===== config.mk =====
export PLATFORM = sky130hd
export DESIGN_NAME = eth_classify
export DESIGN_NICKNAME = d
export VERILOG_FILES = /design/src/rtl/eth_classify.sv
export SDC_FILE = /design/constraint.sdc
export NUM_CORES = 1
export LEC_CHECK = 0
export ABC_AREA = 1
export CAP_MARGIN = 20
export CORE_AREA = 2 2 261 263
export DETAILED_ROUTE_END_ITERATION = 10
export DIE_AREA = 0 0 263 265
export DONT_BUFFER_PORTS = 1
export PLACE_DENSITY = 0.39
export SKIP_CTS_REPAIR_TIMING = 1
export SLEW_MARGIN = 20
export SYNTH_ARGS = -nofsm -noshare
export SYNTH_HDL_FRONTEND = slang
export SYNTH_SLANG_ARGS = --single-unit

===== constraint.sdc =====
create_clock -name clk -period 3.65 [get_ports clk]
set_input_delay 0.5475 -clock clk [delete_from_list [all_inputs] [get_ports clk]]
set_output_delay 0.5475 -clock clk [all_outputs]
set_load 0.05 [all_outputs]

===== src/rtl/eth_classify.sv =====
// Ethernet first-word classifier: decodes destination MAC, VLAN tag and ethertype of each
// packet's first word and queues one result per packet in a small first-word fall-through FIFO.
module eth_classify #(
  parameter int unsigned C_S_AXIS_TDATA_WIDTH = 256,
  parameter int unsigned C_S_AXIS_TUSER_WIDTH = 128,
  parameter int unsigned MAC_WIDTH            = 48,
  parameter int unsigned NUM_PORTS            = 4,
  parameter int unsigned FIFO_DEPTH_BITS      = 2,
  parameter int unsigned VLAN_EN              = 1
) (
  input  logic                            clk,
  input  logic                            reset,
  input  logic [C_S_AXIS_TDATA_WIDTH-1:0] i_tdata,
  input  logic [C_S_AXIS_TUSER_WIDTH-1:0] i_tuser,
  input  logic                            i_pkt_word1,
  input  logic [NUM_PORTS*MAC_WIDTH-1:0]  i_macs,
  input  logic                            i_rd_from_magic,
  output logic                            o_is_for_us,
  output logic                            o_is_bmcast,
  output logic                            o_is_arp,
  output logic                            o_is_ipv4,
  output logic                            o_is_ipv6,
  output logic                            o_is_vlan,
  output logic [11:0]                     o_vlan_id,
  output logic                            o_port_err,
  output logic                            o_eth_out_valid,
  output logic                            o_overflow,
  output logic [31:0]                     o_pkt_cnt,
  output logic [31:0]                     o_drop_cnt
);

  localparam int unsigned Depth = 1 << FIFO_DEPTH_BITS;
  localparam int unsigned CntW  = FIFO_DEPTH_BITS + 1;

  localparam logic [15:0] EtIpv4 = 16'h0800;
  localparam logic [15:0] EtArp  = 16'h0806;
  localparam logic [15:0] EtIpv6 = 16'h86DD;
  localparam logic [15:0] Tpid   = 16'h8100;

  typedef struct packed {
    logic        for_us;
    logic        bmcast;
    logic        arp;
    logic        ipv4;
    logic        ipv6;
    logic        vlan;
    logic [11:0] vlan_id;
    logic        port_err;
  } entry_t;

  // ---------------------------------------------------------------------------
  // Classification of the current first word
  // ---------------------------------------------------------------------------
  logic [MAC_WIDTH-1:0] dmac;
  logic [15:0]          tpid;
  logic [15:0]          eff_type;
  logic [7:0]           src_sel;
  logic                 port_hit;
  logic                 mac_match;
  entry_t               new_entry;

  assign dmac    = i_tdata[255 -: MAC_WIDTH];
  assign tpid    = i_tdata[159:144];
  // Only even bit positions of the source byte name MAC ports; odd ones are CPU queues.
  assign src_sel = i_tuser[23:16] & 8'h55;

  always_comb begin
    port_hit  = 1'b0;
    mac_match = 1'b0;
    for (int p = 0; p < int'(NUM_PORTS); p++) begin
      if (src_sel == 8'(32'd1 << (2 * p))) begin
        port_hit  = 1'b1;
        mac_match = (dmac == i_macs[p*MAC_WIDTH +: MAC_WIDTH]);
      end
    end
  end

  always_comb begin
    new_entry          = '0;
    new_entry.vlan     = (VLAN_EN != 0) && (tpid == Tpid);
    new_entry.vlan_id  = new_entry.vlan ? i_tdata[139:128] : 12'd0;
    eff_type           = new_entry.vlan ? i_tdata[127:112] : tpid;
    new_entry.ipv4     = (eff_type == EtIpv4);
    new_entry.arp      = (eff_type == EtArp);
    new_entry.ipv6     = (eff_type == EtIpv6);
    new_entry.bmcast   = i_tdata[248];
    new_entry.port_err = !port_hit;
    new_entry.for_us   = new_entry.bmcast || (port_hit && mac_match);
  end

  // ---------------------------------------------------------------------------
  // Result FIFO and status
  // ---------------------------------------------------------------------------
  entry_t                     mem_q [Depth];
  logic [FIFO_DEPTH_BITS-1:0] wr_ptr_q, wr_ptr_d;
  logic [FIFO_DEPTH_BITS-1:0] rd_ptr_q, rd_ptr_d;
  logic [CntW-1:0]            count_q, count_d;
  logic                       overflow_q, overflow_d;
  logic [31:0]                pkt_cnt_q, pkt_cnt_d;
  logic [31:0]                drop_cnt_q, drop_cnt_d;
  logic                       empty, full, pop, push, drop;

  assign empty = (count_q == '0);
  assign full  = (count_q == CntW'(Depth));
  assign pop   = i_rd_from_magic && !empty;
  // A pop frees the head slot this cycle, so a write on a full FIFO still fits.
  assign push  = i_pkt_word1 && (!full || pop);
  assign drop  = i_pkt_word1 && full && !pop;

  always_comb begin
    wr_ptr_d   = push ? wr_ptr_q + 1'b1 : wr_ptr_q;
    rd_ptr_d   = pop ? rd_ptr_q + 1'b1 : rd_ptr_q;
    count_d    = count_q;
    if (push && !pop) begin
      count_d = count_q + 1'b1;
    end else if (pop && !push) begin
      count_d = count_q - 1'b1;
    end
    overflow_d = overflow_q || drop;
    pkt_cnt_d  = (push && (pkt_cnt_q != '1)) ? pkt_cnt_q + 32'd1 : pkt_cnt_q;
    drop_cnt_d = (drop && (drop_cnt_q != '1)) ? drop_cnt_q + 32'd1 : drop_cnt_q;
  end

  always_ff @(posedge clk) begin
    if (reset) begin
      wr_ptr_q   <= '0;
      rd_ptr_q   <= '0;
      count_q    <= '0;
      overflow_q <= 1'b0;
      pkt_cnt_q  <= '0;
      drop_cnt_q <= '0;
    end else begin
      wr_ptr_q   <= wr_ptr_d;
      rd_ptr_q   <= rd_ptr_d;
      count_q    <= count_d;
      overflow_q <= overflow_d;
      pkt_cnt_q  <= pkt_cnt_d;
      drop_cnt_q <= drop_cnt_d;
    end
  end

  always_ff @(posedge clk) begin
    if (!reset && push) begin
      mem_q[wr_ptr_q] <= new_entry;
    end
  end

  // ---------------------------------------------------------------------------
  // Outputs
  // ---------------------------------------------------------------------------
  entry_t head;

  assign head            = mem_q[rd_ptr_q];
  assign o_is_for_us     = head.for_us;
  assign o_is_bmcast     = head.bmcast;
  assign o_is_arp        = head.arp;
  assign o_is_ipv4       = head.ipv4;
  assign o_is_ipv6       = head.ipv6;
  assign o_is_vlan       = head.vlan;
  assign o_vlan_id       = head.vlan_id;
  assign o_port_err      = head.port_err;
  assign o_eth_out_valid = !empty;
  assign o_overflow      = overflow_q;
  assign o_pkt_cnt       = pkt_cnt_q;
  assign o_drop_cnt      = drop_cnt_q;

  logic unused_bits;
  assign unused_bits = ^{i_tdata, i_tuser};

endmodule

==> reports/qor.txt <==
Status = complete, no violations
Core area = 66800 sq um
Layout net count = 2249
Max_cap viols = 0
Vias in the first global route = 9781
Filler Cells Inserted = 7650
Average wire per standard cell = 16.7 um
CP arrival = 2.22 ns
Pins Over Slew Limit = 0
Ratio of cells with drive above 1 in the final layout = 0.0896
CP peak stage delay = 0.49 ns
Worst endpoint required time = 3.10 ns
Syn Nets = 2224
Final core utilization = 0.192
Unique masters post-synth = 38
Endpoint class of the critical path = output pin
CTS Sinks = 150
Synth-to-layout area growth = 17.5%
Clock skew = 0.00830 ns
Clk_lat worst skew = 0.43 ns
Initial drt markers = 458
Vias per inst = 3.95
CTS clk-pin slew, worst paths = 0.07 ns
Crit path buf inv count = 3
Synth Area per Inst = 6.66 sq um
Fin crit share = 0.757
First-pass GRT wire length = 62200 um
Most used cell, CP = buf_4
Std cell rows = 95
Fmax = 362 MHz
CP Launch Type = flip-flop
GPL Wtd Cong = 0.913
Root Buffer = clkbuf_16
Residual DRC count = 0
Ordered list of cells on the worst path = inv_1, buf_4, o21ai_0, o22ai_1, buf_4
Hold_ws = 0.175 ns
CTS tree = done
Cells after synthesis = 1636
Setup slack, reg-to-reg = 1.20 ns
Final hold violation count = 0
Starting density of the core = 0.163
Reg area = 3760 sq um
Antenna diode count = 0
H-Tree Depth = 4
Final ANT Viol Nets = 0
Total track usage = 0.120
Total CTS buffers = 17
Port buffer count = 0
Via Count = 10049
VDD IR max = 0.000230 V
Final TNS setup = 0 ns
Min Tclk post-route = 2.76 ns
Maximum root-to-sink buffer count = 2
Net Sw Power = 1820 uW
Unrepaired setup endpoints after global routing = false
Internal power = 3300 uW
First-pass detailed-route iteration total = 4
HP Class = in2reg
Maximum fanout along the worst path = 20
Gate power share = 0.275
Die H = 265 um
Power Density = 399 nW/um^2
Largest net degree at the start of global routing = 53
Multi-input logic area = 6180 sq um
Clock power share = 0.358
WS Path Type = reg2out
Die ar. = 69700 sq um
Sw Share = 0.355
Horiz. Die Dim = 263 um
Slowest CP cell = inv_1
Placed wire-length estimate = 35200 um
Number of warnings issued by yosys = 0
Pleak = 0.00496 uW
Max_slew headroom = 0.453
Cell Area, Synth = 10900 sq um
#FFs+latches synth = 150
Register area share after synthesis = 0.345
Grt ovf = 0
Final setup vio count = 0
Delay-heaviest family, CP = buffers and inverters
Slew @ Worst Pin = 0.817 ns
Initial antenna violation count = 0
Total Wirelength = 42500 um
IO Pins = 665
Reg power frac = 0.367
-- final timing paths --
| kind | startpoint | cells past startpoint | to |
|---|---|---|---|
| worst max-delay path | flip-flop | 5 | o_is_vlan |
| worst min-delay path | reset | 1 | o_pkt_cnt[3] |
| worst max register to register | o_drop_cnt[4] | 11 | o_drop_cnt[12] |
| worst min register to register | rd_ptr_q[1] | 2 | rd_ptr_q[1] |
-- registers in the layout, summed over array words and instances (netlist names), named ones only --
register / cells
count_q: 3
mem_q: 76
o_drop_cnt: 32
o_overflow: 1
o_pkt_cnt: 32
rd_ptr_q: 2
wr_ptr_q: 2
-- cells by family after synthesis --
logic type,count (synthesis),synth area share
AOI/OAI and AO/OA,164,0.0821
adders and majority gates,8,0.00987
buffers and inverters,241,0.0886
and+or+nand+nor,923,0.354
xor gates and xnor gates,150,0.121
DFF,150,0.345
-- power by group through the flow --
stage | sequential, uW | combinational [uW] | clock (uW)
4_1_cts | 1880 | 1440 | 1890
2_1_floorplan | 1930 | 1030 | 0
3_5_place_dp | 1910 | 1440 | 0
6_report | 1870 | 1410 | 1830
5_1_grt | 1880 | 1550 | 1970
3_3_place_gp | 1910 | 1420 | 0
-- layout make-up --
type	count	area share
inverters	185	0.0542
flip-flops and latches	150	0.294
clock buffers	17	0.0332
repair buffers	62	0.0363
clock inverters	15	0.0147
well taps	873	0.0853
multi-input cells	1245	0.482
-- cell usage after synthesis, drive strengths merged --
master,n,share of area
nor4,1,0.00057
edfxtp,76,0.21
nor3b,3,0.0025
fa,1,0.0018
nand4,26,0.016
nand3,41,0.019
o21a,1,0.00069
nand2,531,0.19
and3,2,0.0011
a21oi,58,0.030
and2,2,0.0011
ha,7,0.0080
nand3b,17,0.012
buf,9,0.0087
nor3,28,0.015
xnor2,110,0.088
dfxtp,74,0.14
inv,185,0.064
xor2,40,0.032
clkbuf,47,0.016
o22ai,21,0.012
nor2,271,0.098
or2,1,0.00057
a211oi,1,0.0011
o21ai,83,0.038
-- cells in the final DEF (no fill, tap or decap), types with 5 or more instances in the layout --
cell,instances
a21oi_2,10
nand3b_1,17
nor2_1,258
a21oi_1,48
o22ai_1,21
inv_6,5
xnor2_1,110
nand2_2,16
nand3_1,40
edfxtp_1,76
xor2_1,40
o21ai_0,80
buf_4,62
clkbuf_16,17
nand2_1,514
nand4_1,25
inv_2,8
nor2_4,5
nor3_1,25
dfxtp_1,74
inv_1,177
nor2_2,8
ha_1,7
-- metal layers --
layer	part of all wire	track usage	up-vias
met5	0	0	-
li1	-	-	5174
met1	0.40	0.131	4552
met2	0.52	0.225	302
met3	0.059	0.0324	21
met4	0.018	0.0310	0
-- stage by stage --
stage	setup slack (ns)	total power (uW)	std cells	area [sq um]
global placement	1.18	3330	2515	12200
floorplan	1.36	2960	1636	10900
detailed placement	1.17	3350	2515	12200
CTS	0.793	5210	2547	12800
finish	0.886	5110	2547	12800
global route	0.708	5400	2547	12800
(Power assumes the default switching activity.)
